## src/rtl/lc3_pkg.sv

```systemverilog
// Shared LC-3 definitions for the branch-resolution slice.
//  - Opcode constants for the control-transfer instructions handled here.
//  - Bit positions of N, Z and P within the condition-code register.
//  - Resolver state encoding.
//  - br_cond(): BR condition test (instruction mask against current NZP).
package lc3_pkg;

  localparam logic [3:0] OP_BR  = 4'b0000;
  localparam logic [3:0] OP_JSR = 4'b0100;  // JSR when IR[11]=1, JSRR otherwise
  localparam logic [3:0] OP_JMP = 4'b1100;  // JMP, and RET as JMP R7

  localparam int NZP_N = 2;
  localparam int NZP_Z = 1;
  localparam int NZP_P = 0;

  typedef enum logic [2:0] {
    S_IDLE,
    S_EVAL,
    S_TARGET,
    S_LINK,
    S_FIN
  } br_state_t;

  // A branch is taken when any flag selected by the instruction is set.
  function automatic logic br_cond(input logic [2:0] mask, input logic [2:0] nzp);
    return (mask[NZP_N] & nzp[NZP_N]) |
           (mask[NZP_Z] & nzp[NZP_Z]) |
           (mask[NZP_P] & nzp[NZP_P]);
  endfunction

endpackage

```

## src/rtl/lc3_sext.sv

```systemverilog
// Parameterised sign extender: replicates the MSB of an IN_W-bit field up to
// OUT_W bits. Used for the PC-relative offsets of BR (9 bits) and JSR (11 bits).
// Ports:
//  in_val   in   IN_W   field to extend
//  out_val  out  OUT_W  sign-extended result
module lc3_sext #(
  parameter int IN_W  = 9,
  parameter int OUT_W = 16
) (
  input  logic [IN_W-1:0]  in_val,
  output logic [OUT_W-1:0] out_val
);

  assign out_val = {{(OUT_W-IN_W){in_val[IN_W-1]}}, in_val};

endmodule

```

## src/rtl/lc3_branch_resolve.sv

```systemverilog
// LC-3 control-transfer resolver. Takes the NZP/BEN registers and resolves
// BR, JMP/RET and JSR/JSRR into a PC load and, for subroutine calls, a link
// write of the pre-jump PC into R7.
//
// Sequence: IDLE -> EVAL -> TARGET -> [LINK] -> FIN -> IDLE.
// Start-to-Done latency is 3 cycles (BR/JMP/illegal) or 4 cycles (JSR/JSRR).
// Start is only honoured in IDLE; requests while Busy are dropped.
//
// Optional feature macro: LC3_BRANCH_STATS_EN adds the saturating BR counters
// Br_Taken_Cnt / Br_Total_Cnt (updated in FIN for BR only).
//
// Ports:
//  Clk, Reset_n    clock, asynchronous active-low reset
//  Start           request from the control FSM
//  IR, PC          instruction and incremented PC, latched on accept
//  NZP_Val,BEN_Val condition codes and branch-enable register
//  SR1_Out/SR1     register-file read port for BaseR (SR1 = latched IR[8:6])
//  PC_Next/LD_PC   resolved target and one-cycle PC load strobe
//  REG_Data/DR/LD_REG  link value, destination and one-cycle write strobe
//  Busy/Done       in-flight flag and one-cycle completion pulse
//  Taken/Illegal   status qualified by Done
//  BEN_Err         sticky: BEN_Val disagreed with the recomputed BR condition
module lc3_branch_resolve
  import lc3_pkg::*;
#(
  parameter int W        = 16,
  parameter int LINK_REG = 7
) (
  input  logic         Clk,
  input  logic         Reset_n,
  input  logic         Start,
  input  logic [15:0]  IR,
  input  logic [W-1:0] PC,
  input  logic [2:0]   NZP_Val,
  input  logic         BEN_Val,
  input  logic [W-1:0] SR1_Out,
  output logic [2:0]   SR1,
  output logic [W-1:0] PC_Next,
  output logic         LD_PC,
  output logic [W-1:0] REG_Data,
  output logic [2:0]   DR,
  output logic         LD_REG,
  output logic         Busy,
  output logic         Done,
  output logic         Taken,
  output logic         Illegal,
  output logic         BEN_Err
`ifdef LC3_BRANCH_STATS_EN
  ,
  output logic [15:0]  Br_Taken_Cnt,
  output logic [15:0]  Br_Total_Cnt
`endif
);

  br_state_t    state;
  logic [15:0]  ir_q;
  logic [W-1:0] pc_q;
  logic [W-1:0] target_q;
  logic         taken_q;

  logic [3:0]   op;
  logic         is_br, is_jsr, is_jmp, cond;
  logic [W-1:0] off9_ext, off11_ext;

  assign op     = ir_q[15:12];
  assign is_br  = (op == OP_BR);
  assign is_jsr = (op == OP_JSR);
  assign is_jmp = (op == OP_JMP);
  assign cond   = br_cond(ir_q[11:9], NZP_Val);
  assign SR1    = ir_q[8:6];

  lc3_sext #(.IN_W(9), .OUT_W(W)) u_sext9 (
    .in_val  (ir_q[8:0]),
    .out_val (off9_ext)
  );

  lc3_sext #(.IN_W(11), .OUT_W(W)) u_sext11 (
    .in_val  (ir_q[10:0]),
    .out_val (off11_ext)
  );

  // NOTE: all state below is updated with <= so every register samples the
  // pre-edge values of its neighbours, independent of statement order.
  always_ff @(posedge Clk or negedge Reset_n) begin
    if (!Reset_n) begin
      state    <= S_IDLE;
      ir_q     <= '0;
      pc_q     <= '0;
      target_q <= '0;
      taken_q  <= 1'b0;
      PC_Next  <= '0;
      LD_PC    <= 1'b0;
      REG_Data <= '0;
      DR       <= '0;
      LD_REG   <= 1'b0;
      Busy     <= 1'b0;
      Done     <= 1'b0;
      Taken    <= 1'b0;
      Illegal  <= 1'b0;
      BEN_Err  <= 1'b0;
`ifdef LC3_BRANCH_STATS_EN
      Br_Taken_Cnt <= '0;
      Br_Total_Cnt <= '0;
`endif
    end else begin
      // NOTE: strobes default low every cycle, so a strobe set in one state
      // can never stretch beyond a single clock.
      LD_PC   <= 1'b0;
      LD_REG  <= 1'b0;
      Done    <= 1'b0;
      Taken   <= 1'b0;
      Illegal <= 1'b0;

      case (state)
        S_IDLE: begin
          if (Start) begin
            ir_q  <= IR;
            pc_q  <= PC;
            Busy  <= 1'b1;
            state <= S_EVAL;
          end
        end

        S_EVAL: begin
          taken_q <= is_br ? cond : (is_jmp | is_jsr);
          if (is_br && (BEN_Val != cond)) BEN_Err <= 1'b1;
          state <= S_TARGET;
        end

        S_TARGET: begin
          if (is_br)
            target_q <= pc_q + off9_ext;
          else if (is_jsr && ir_q[11])
            target_q <= pc_q + off11_ext;
          else
            target_q <= SR1_Out;  // JMP/RET/JSRR base register
          state <= is_jsr ? S_LINK : S_FIN;
        end

        // The link value is the latched PC: BaseR was already sampled in
        // TARGET, so JSRR R7 jumps through the old R7.
        S_LINK: begin
          LD_REG   <= 1'b1;
          DR       <= 3'(LINK_REG);
          REG_Data <= pc_q;
          state    <= S_FIN;
        end

        S_FIN: begin
          Done    <= 1'b1;
          Busy    <= 1'b0;
          Taken   <= taken_q;
          Illegal <= ~(is_br | is_jsr | is_jmp);
          if (taken_q) begin
            LD_PC   <= 1'b1;
            PC_Next <= target_q;
          end
`ifdef LC3_BRANCH_STATS_EN
          if (is_br) begin
            if (Br_Total_Cnt != 16'hFFFF) Br_Total_Cnt <= Br_Total_Cnt + 16'd1;
            if (taken_q && (Br_Taken_Cnt != 16'hFFFF))
              Br_Taken_Cnt <= Br_Taken_Cnt + 16'd1;
          end
`endif
          state <= S_IDLE;
        end

        default: state <= S_IDLE;
      endcase
    end
  end

endmodule

```

## config.mk

```make
export PLATFORM = sky130hd
export DESIGN_NAME = lc3_branch_resolve
export DESIGN_NICKNAME = d
export VERILOG_FILES = /design/src/rtl/lc3_pkg.sv /design/src/rtl/lc3_sext.sv /design/src/rtl/lc3_branch_resolve.sv
export SDC_FILE = /design/constraint.sdc
export NUM_CORES = 1
export LEC_CHECK = 0
export ABC_AREA = 1
export CAP_MARGIN = 10
export CELL_PAD_IN_SITES_DETAIL_PLACEMENT = 0
export CELL_PAD_IN_SITES_GLOBAL_PLACEMENT = 1
export CORE_MARGIN = 2
export CORE_UTILIZATION = 43
export CTS_BUF_LIST = sky130_fd_sc_hd__clkbuf_4 sky130_fd_sc_hd__clkbuf_8
export CTS_CLUSTER_DIAMETER = 40
export CTS_CLUSTER_SIZE = 25
export DETAILED_ROUTE_END_ITERATION = 8
export PLACE_DENSITY = 0.94
export SYNTH_ARGS = -nofsm -noshare
export SYNTH_HDL_FRONTEND = slang
export SYNTH_SLANG_ARGS = --single-unit
export TNS_END_PERCENT = 30
```

## constraint.sdc

```tcl
create_clock -name Clk -period 3.1 [get_ports Clk]
set_clock_uncertainty 0.05 [all_clocks]
set_input_delay 0.62 -clock Clk [delete_from_list [all_inputs] [get_ports Clk]]
set_output_delay 0.62 -clock Clk [all_outputs]
set_load 0.03 [all_outputs]
```

After elaboration in Yosys (flattened, before gate mapping)
Cells that the tools add are included.
W data, S select, Z words.

operators by class
  add/subtract/negate cells = 2
  $mul = 0
  divide/modulo/power cells = 0
  magnitude comparators = 0
  equal/unequal tests = 8
  shift operators = 0
  muxes and demuxes = 14
  bitwise operators = 9
  reductions and logical operators = 9

operators by type and width
  kind                  number
  $add A16 B16 Y16      2
  $mux W16              2
  $pmux W3 S4           1
  $mux W1               8
  $reduce_and A2 Y1     4
  $eq A3 B2 Y1 const B  2
  $mux W3               2
  $or A1 B1 Y1          5
  $eq A4 B3 Y1 const B  1
  $eq A4 B4 Y1 const B  1
  $logic_not A4 Y1      1
  $and A1 B1 Y1         3
  $eq A3 B1 Y1 const B  1
  $eq A3 B3 Y1 const B  1
  $logic_not A3 Y1      1
  $logic_and A1 B1 Y1   2
  $ne A2 B2 Y1 const B  1
  $pmux W1 S2           1
  $reduce_bool A2 Y1    1
  $ne A1 B1 Y1          1
  $not A1 Y1            1

storage, ports and cells
  register bits after elaboration = 92
  latch bits = 0
  memory bits (writable) = 0
  bits in read-only memories = 0
  bits of input ports = 55
  word-level logic and storage cells = 57
  memories kept = 0

Longest topological paths before layout
Gate-level depths: netlist (run 1).

  depth after elaboration = 6
  depth in mapped cells = 14
  depth with buffers taken out = 14

Modules after synthesis
Synthesis (run 1) repeated with hierarchy kept, for this count alone.

second synthesis, totals
  cells, all modules = 758
  area, all modules = 5760.5 um^2

by module, submodules not included
  module              times used  cells an instance  area an instance (um^2)  seq. area each (um^2)
  lc3_branch_resolve  1           726                5520.3                   2277.2
  lc3_sext            2           16                 120.1                    0.0

Worst setup path before layout (run 1)
OpenSTA, ideal clock, no wires.

  kind = register -> register
  start = register ir_q[0]
  end = register target_q[12]
  library setup time = 0.116 ns
  arrival time = 1.667 ns
  data required time = 2.934 ns
  slack = 1.267 ns
  stages on the path, launching flop included = 14
  path through = dfrtp_1 > ha_1 > fa_1 > nand2_1 > nand2_1 > and2_4 > nand3_1 > nand3_1 > nor2_1 > nor2_1 > nand2_1 > nand2_1 > nand2_1 > nand2_1

on the way
  word-level cells in the longest chain between the ends = 3
  elaborated cells between the ends (all ways) = 4

RTL lines
  item                    line                       text
  from (decl)             lc3_branch_resolve.sv:56   logic [15:0] ir_q;
  from (signal assigned)  lc3_branch_resolve.sv:87   ir_q <= '0;
  from (signal assigned)  lc3_branch_resolve.sv:117  ir_q <= IR;
  $add A16 B16 Y16        lc3_branch_resolve.sv:134  target_q <= pc_q + off11_ext;
  $mux W16                lc3_branch_resolve.sv:133  else if (is_jsr && ir_q[11])
  $mux W16 *              lc3_branch_resolve.sv:131  if (is_br)
  to (signal assigned)    lc3_branch_resolve.sv:132  target_q <= pc_q + off9_ext;
  to (signal assigned)    lc3_branch_resolve.sv:134
  to (signal assigned)    lc3_branch_resolve.sv:136  target_q <= SR1_Out;
  to (decl)               lc3_branch_resolve.sv:58   logic [W-1:0] target_q;

Mark *: on every way between the ends. The rest lies on a longest branch, timed or not.
A chain may end at the register's enable or synchronous reset.

Final worst setup path (run 1)
  start = register ir_q[8]
  end = output SR1[2]

RTL lines
  item       line                      text
  to (decl)  lc3_branch_resolve.sv:37  output logic [2:0] SR1,

No word-level cell between the ends.

==> results of run 1 <==
## how the worst max path moves through the flow
stage	from	endpoint	slack (ns)	cells after the start
floorplan	ir_q[0]	target_q[12]	1.27	13
global placement	ir_q[8]	target_q[14]	1.04	9
detailed placement	ir_q[8]	target_q[14]	1.03	10
CTS	ir_q[8]	SR1[2]	0.71	1
global route	ir_q[8]	SR1[2]	0.65	1
finish	ir_q[8]	SR1[2]	0.73	1
## layout by cell type, fill, tap and decap left out, types with 3 or more instances in the layout
cell             count
nand2_1            181
clkdlybuf4s50_1     98
dfrtp_1             91
inv_1               73
nor2_1              45
a21oi_1             34
nand3_1             33
o21ai_0             30
ha_1                21
mux2_4              16
o21ai_1             10
clkbuf_8            10
nand2_2              9
o21a_1               7
o22ai_1              7
xor2_1               6
nor2_2               5
inv_2                5
xnor2_1              4
clkbuf_4             4
nor2_4               3
nand2_4              3
buf_4                3
## power by group
| part | switching (uW) | internal (uW) |
|---|---|---|
| registers | 402 | 1730 |
| clock network | 401 | 431 |
| logic | 2940 | 1900 |
## kinds of logic (layout without fill, tap and decap cells)
group / after synthesis / after routing / synth area share [%]
simple gates: 291 / 291 / 24.54
flops: 91 / 91 / 44.43
compound gates: 94 / 94 / 10.03
xor+xnor: 10 / 10 / 1.709
mux: 16 / 16 / 4.687
fa+ha+maj: 22 / 22 / 5.518
buf+inv: 102 / 201 / 9.082
## registers in the layout, summed over array words and instances (netlist names), 3 cells and up
name      count
PC_Next      16
REG_Data     16
ir_q         16
pc_q         16
target_q     16
state         3
## cell type report
type,count,area share (%)
clock buffers,14,2.620
clock inverters,2,0.5474
inverters,82,4.888
multi-input cells,433,37.26
flip-flops and latches,91,35.58
well taps,143,2.796
repair buffers,103,16.30
## layer usage
layer  global-route usage (%)  up-vias  wire length [um]
met1                    29.50     1911              6211
li1                         -     2170                 -
met2                    33.53       78              5602
met4                    4.959        0               106
met5                        0        -                 0
met3                    3.374        8               451
## metrics by stage
step / area [sq um] / hold slack, ns / utilization (%) / power (uW)
floorplan: 5125 / 0.2744 / - / 5600
global placement: 6197 / 0.4062 / 53.81 / 6926
detailed placement: 6197 / 0.4149 / 53.81 / 6988
CTS: 6400 / 0.2302 / 55.57 / 7848
global route: 6400 / 0.2580 / 55.57 / 8550
finish: 6400 / 0.2119 / 55.57 / 7807
==> qor.yml, run 1 <==
syn_inst: 626
cp-start-kind: "register"
ctsHoldBuffers: 0
grt_max_degree: 50
grt_pass1_wl_um: 21340
crit_chain: "clkdlybuf4s50_1"
root_buffer: "clkbuf_8"
end_kind: "primary output"
ys_top_cells_by_count: "nand2_1 (182), dfrtp_1 (91), inv_1 (73)"
slew_headroom_pct: 43.56
diodes: 0
yosys.area.top_type_share_pct: 44.43
drc: 7
post-route-min-period_ns: 2.373
syn_area_sq_um: 5125
fin_nets: 797
drtIter0Drc: 186
yosysTopAreaCell: "dfrtp_1"
worstMarginPinSlew_ns: 0.8456
slowest_stage: "clkdlybuf4s50_1"
numCtsBuffers: 9
rrSetupSlack_ns: 0.99
place_hpwl_um: 9613
layout-drive-gt1-share_pct: 9.931
htree_levels: 3
num_rows: 39
synth_area_leaders: "dfrtp_1 (44%), nand2_1 (13%), inv_1 (5.3%)"
ys_seq_elements: 91
leakage_uw: 0.003226
cts_max_path_buffers: 2
slowest_delay_ns: 0.76
worst_slack_ns: 0.7268
drv_cap: 0
grt_pass1_vias: 4265
synth-async-reset-ratio_pct: 100.0
timing_worst_setup_path_type: "register to primary output"
period_share_pct: 76.55
power_density_nw_per_um2: 1220
synth.most_common_cell: "nand2_1"
dp_slack_ns: 1.033
setup_violations: 0
regArea_sq_um: 2277
vias_per_cell: 4.801
io_pins: 100
violations: "design-rule violations"
antenna_found_initial: 0
crit_path_max_fanout: 10
insertion_delay_ns: 0.36
postCtsSetupBuffers: 0
wirelength_um: 12370
timing_hold_violations_final: 0
yosysUniqueCellTypes: 42
die_w_um: 113.2
syn_to_final_growth_pct: 24.88
antenna_left: 0
reg2reg_depth: 11
core_area_sq_um: 11520
cp_top_family: "buffers and inverters"
rr_startpoint: "ir_q[8]"
slew_violations: 0
clock_sinks: 91
grt_overflow: 0
finalSetupTns_ns: 0
cts.repair.resized: 0
status: "finished with violations"
portBuffers: 99
multi_input_area_sq_um: 2385
timing.rr.end: "target_q[13]"
final_cells: 868
syn_nets: 703
initial_utilization_pct: 44.50
required_ns: 2.43
ys_seq_area_share_pct: 44.43
cp_num_buf_inv: 1
holdCritPathClass: "input port to asynchronous set/reset pin"
max-vdd-ir-drop_uv: 623.0
place_inst: 852
avgSynthCellArea_sq_um: 8.187
cts_tree: "yes"
clk_pin_slew_worst_paths_ns: 0.09
ys_warn_count: 0
globalplace.congestion: 0.8905
track_usage_pct: 20.78
dr.pass1.iters: 7
die_h_um: 113.2
n_fill_cell: 1116
synthFlopType: "dfrtp_1"
wl_per_cell_um: 14.25
vias: 4167
synth_edf_count: 0
fp.dieArea_sq_um: 12810
rsz0062_at_grt: "no"
max_freq_mhz: 421.4
arrival_ns: 1.70
No activity file was read; power rests on OpenSTA's default activity.
==> run 2, diff against run 1 <==
Settings changed: CORE_UTILIZATION 43 to 36, PLACE_DENSITY 0.94 to 0.85.
Clock period 3.1 ns to 2 ns, I/O delays scaled along.
==> qor.yml, run 2 (synthesis gave the netlist of run 1 again) <==
status: "completed"
max_freq_mhz: 518.1
post-route-min-period_ns: 1.930
regArea_sq_um: 2280  # +0.11%
leakage_uw: 0.003302  # +2.4%
clk_pin_slew_worst_paths_ns: 0.09  # about the same
arrival_ns: 1.48  # -0.22 ns
die_h_um: 123.3  # +9.0%
final_cells: 919  # +5.9%
crit_chain: "clkdlybuf4s50_1"
rsz0062_at_grt: "yes"
io_pins: 100  # unchanged
final_cell_mix: "nand2_1 (178), clkdlybuf4s50_1 (96), dfrtp_1 (89)"
timing_worst_setup_path_type: "register to primary output"
rr_startpoint: "ir_q[0]"
dr.pass1.iters: 4  # -3
portBuffers: 99  # unchanged
holdCritPathClass: "input port to asynchronous set/reset pin"
slew_headroom_pct: 45.10  # +1.5 points
p_int_uw: 6794  # +67%
globalplace.congestion: 0.8545  # -4.0%
period_share_pct: 96.51
timing.rr.end: "target_q[14]"
clock_sinks: 91  # unchanged
end_kind: "primary output"
layout-drive-gt1-share_pct: 15.29  # +5.4 points
crit_path_max_fanout: 2  # -8
vias: 4276  # +2.6%
syn_to_final_growth_pct: 31.03
drv_cap: 0  # unchanged
p_comb_share_pct: 63.1  # +1.1 points
wirelength_um: 12780  # +3.3%
setup_violations: 0  # unchanged
worst_slack_ns: 0.06987  # -0.6570 ns
place_hpwl_um: 10130  # +5.4%
drc: 0  # -7
vias_per_cell: 4.653  # -3.1%
fp.dieArea_sq_um: 15210  # +19%
root_buffer: "clkbuf_8"
cts_max_path_buffers: 2  # unchanged
mostFrequentLayoutCell: "nand2_1"
slowest_delay_ns: 0.71  # -0.05 ns
p_switching_uw: 6090  # +63%
wl_per_cell_um: 13.91  # -2.4%
power_frac_seq_pct: 26.2  # -1.1 points
cts_tree: "yes"
grt_pass1_vias: 4230  # -0.82%
numCtsBuffers: 9  # unchanged
insertion_delay_ns: 0.37  # about the same
num_rows: 43  # +10%
multi_input_area_sq_um: 2524  # +5.8%
required_ns: 1.55  # -0.88 ns
timing_hold_violations_final: 0  # unchanged
power_density_nw_per_um2: 1919  # +57%
diodes: 0  # unchanged
max-vdd-ir-drop_uv: 739.4  # +19%
die_w_um: 123.3  # +9.0%
grt_overflow: 0  # unchanged
n_fill_cell: 1405  # +26%
antenna_found_initial: 0  # unchanged
initial_utilization_pct: 36.92  # -7.6 points
cp_num_buf_inv: 1  # unchanged
track_usage_pct: 18.02  # -2.8 points
grt_pass1_wl_um: 20940  # -1.9%
reg2reg_depth: 13  # +2
antenna_left: 0  # unchanged
fin_nets: 812  # +1.9%
slew_violations: 0  # unchanged
cp_top_family: "buffers and inverters"
finalHoldWorstSlack_ns: 0.4199  # +0.2081 ns
clkPwrFrac_pct: 10.7  # about the same
p_sw_share_pct: 47.27  # -0.64 points
cp-start-kind: "register"
dp_slack_ns: -0.01003  # -1.043 ns
slowest_stage: "clkdlybuf4s50_1"
drtIter0Drc: 207  # +11%
htree_levels: 3  # unchanged
core_area_sq_um: 13880  # +21%
grt_max_degree: 43  # -14%
worstMarginPinSlew_ns: 0.8226  # -0.02301 ns
place_inst: 902  # +5.9%
rrSetupSlack_ns: 0.08  # -0.91 ns
## run 2: worst max-delay path by stage
stage                               to        start  depth (start not counted)
final                      REG_Data[0]  REG_Data[0]                          1
after global placement    target_q[13]      ir_q[8]                         11
after detailed placement  target_q[14]      ir_q[0]                         12
after floorplan           target_q[12]      ir_q[0]                         13
after CTS                 target_q[14]      ir_q[8]                         10
after global routing      target_q[14]      ir_q[0]                         14
## run 2: through the flow
step	setup TNS [ns]	cell area (sq um)	utilization [%]	total power, uW
2_1_floorplan	0	5125	-	8680
3_3_place_gp	0	6341	45.68	11030
3_5_place_dp	-0.01900	6341	45.68	11090
4_1_cts	0	6566	47.30	12510
5_1_grt	-0.1566	6715	48.38	14070
6_report	0	6715	48.38	12880
## run 2: per-layer routing
layer / wire length (um) / track usage (%)
met1: 6325 / 25.98
met2: 5675 / 26.58
met3: 395 / 2.583
met4: 388 / 8.523
met5: 0 / 0
## run 2: what timing repair did
item | in CTS | in global routing
pin swaps | 0 | 2
endpoints found under the setup margin | 4 | 7
setup buffers | 0 | 1
hold endpoints to repair | 24 | 0
gates resized for setup | 2 | 29
hold buffers | 1 | 0
## run 2: power by group through the flow
stage               clock [uW]  sequential, uW  combinational (uW)
floorplan                    0            3850                4830
global placement             0            3320                7710
detailed placement           0            3350                7740
CTS                       1410            3330                7770
global route              1500            3490                9080
finish                    1370            3380                8130
## run 2: final cells by class
class | count | area share, %
clock inverters | 6 | 1.342
inverters | 82 | 4.658
multi-input cells | 433 | 37.58
clock buffers | 9 | 1.845
flip-flops and latches | 91 | 33.95
well taps | 180 | 3.354
repair buffers | 118 | 17.27
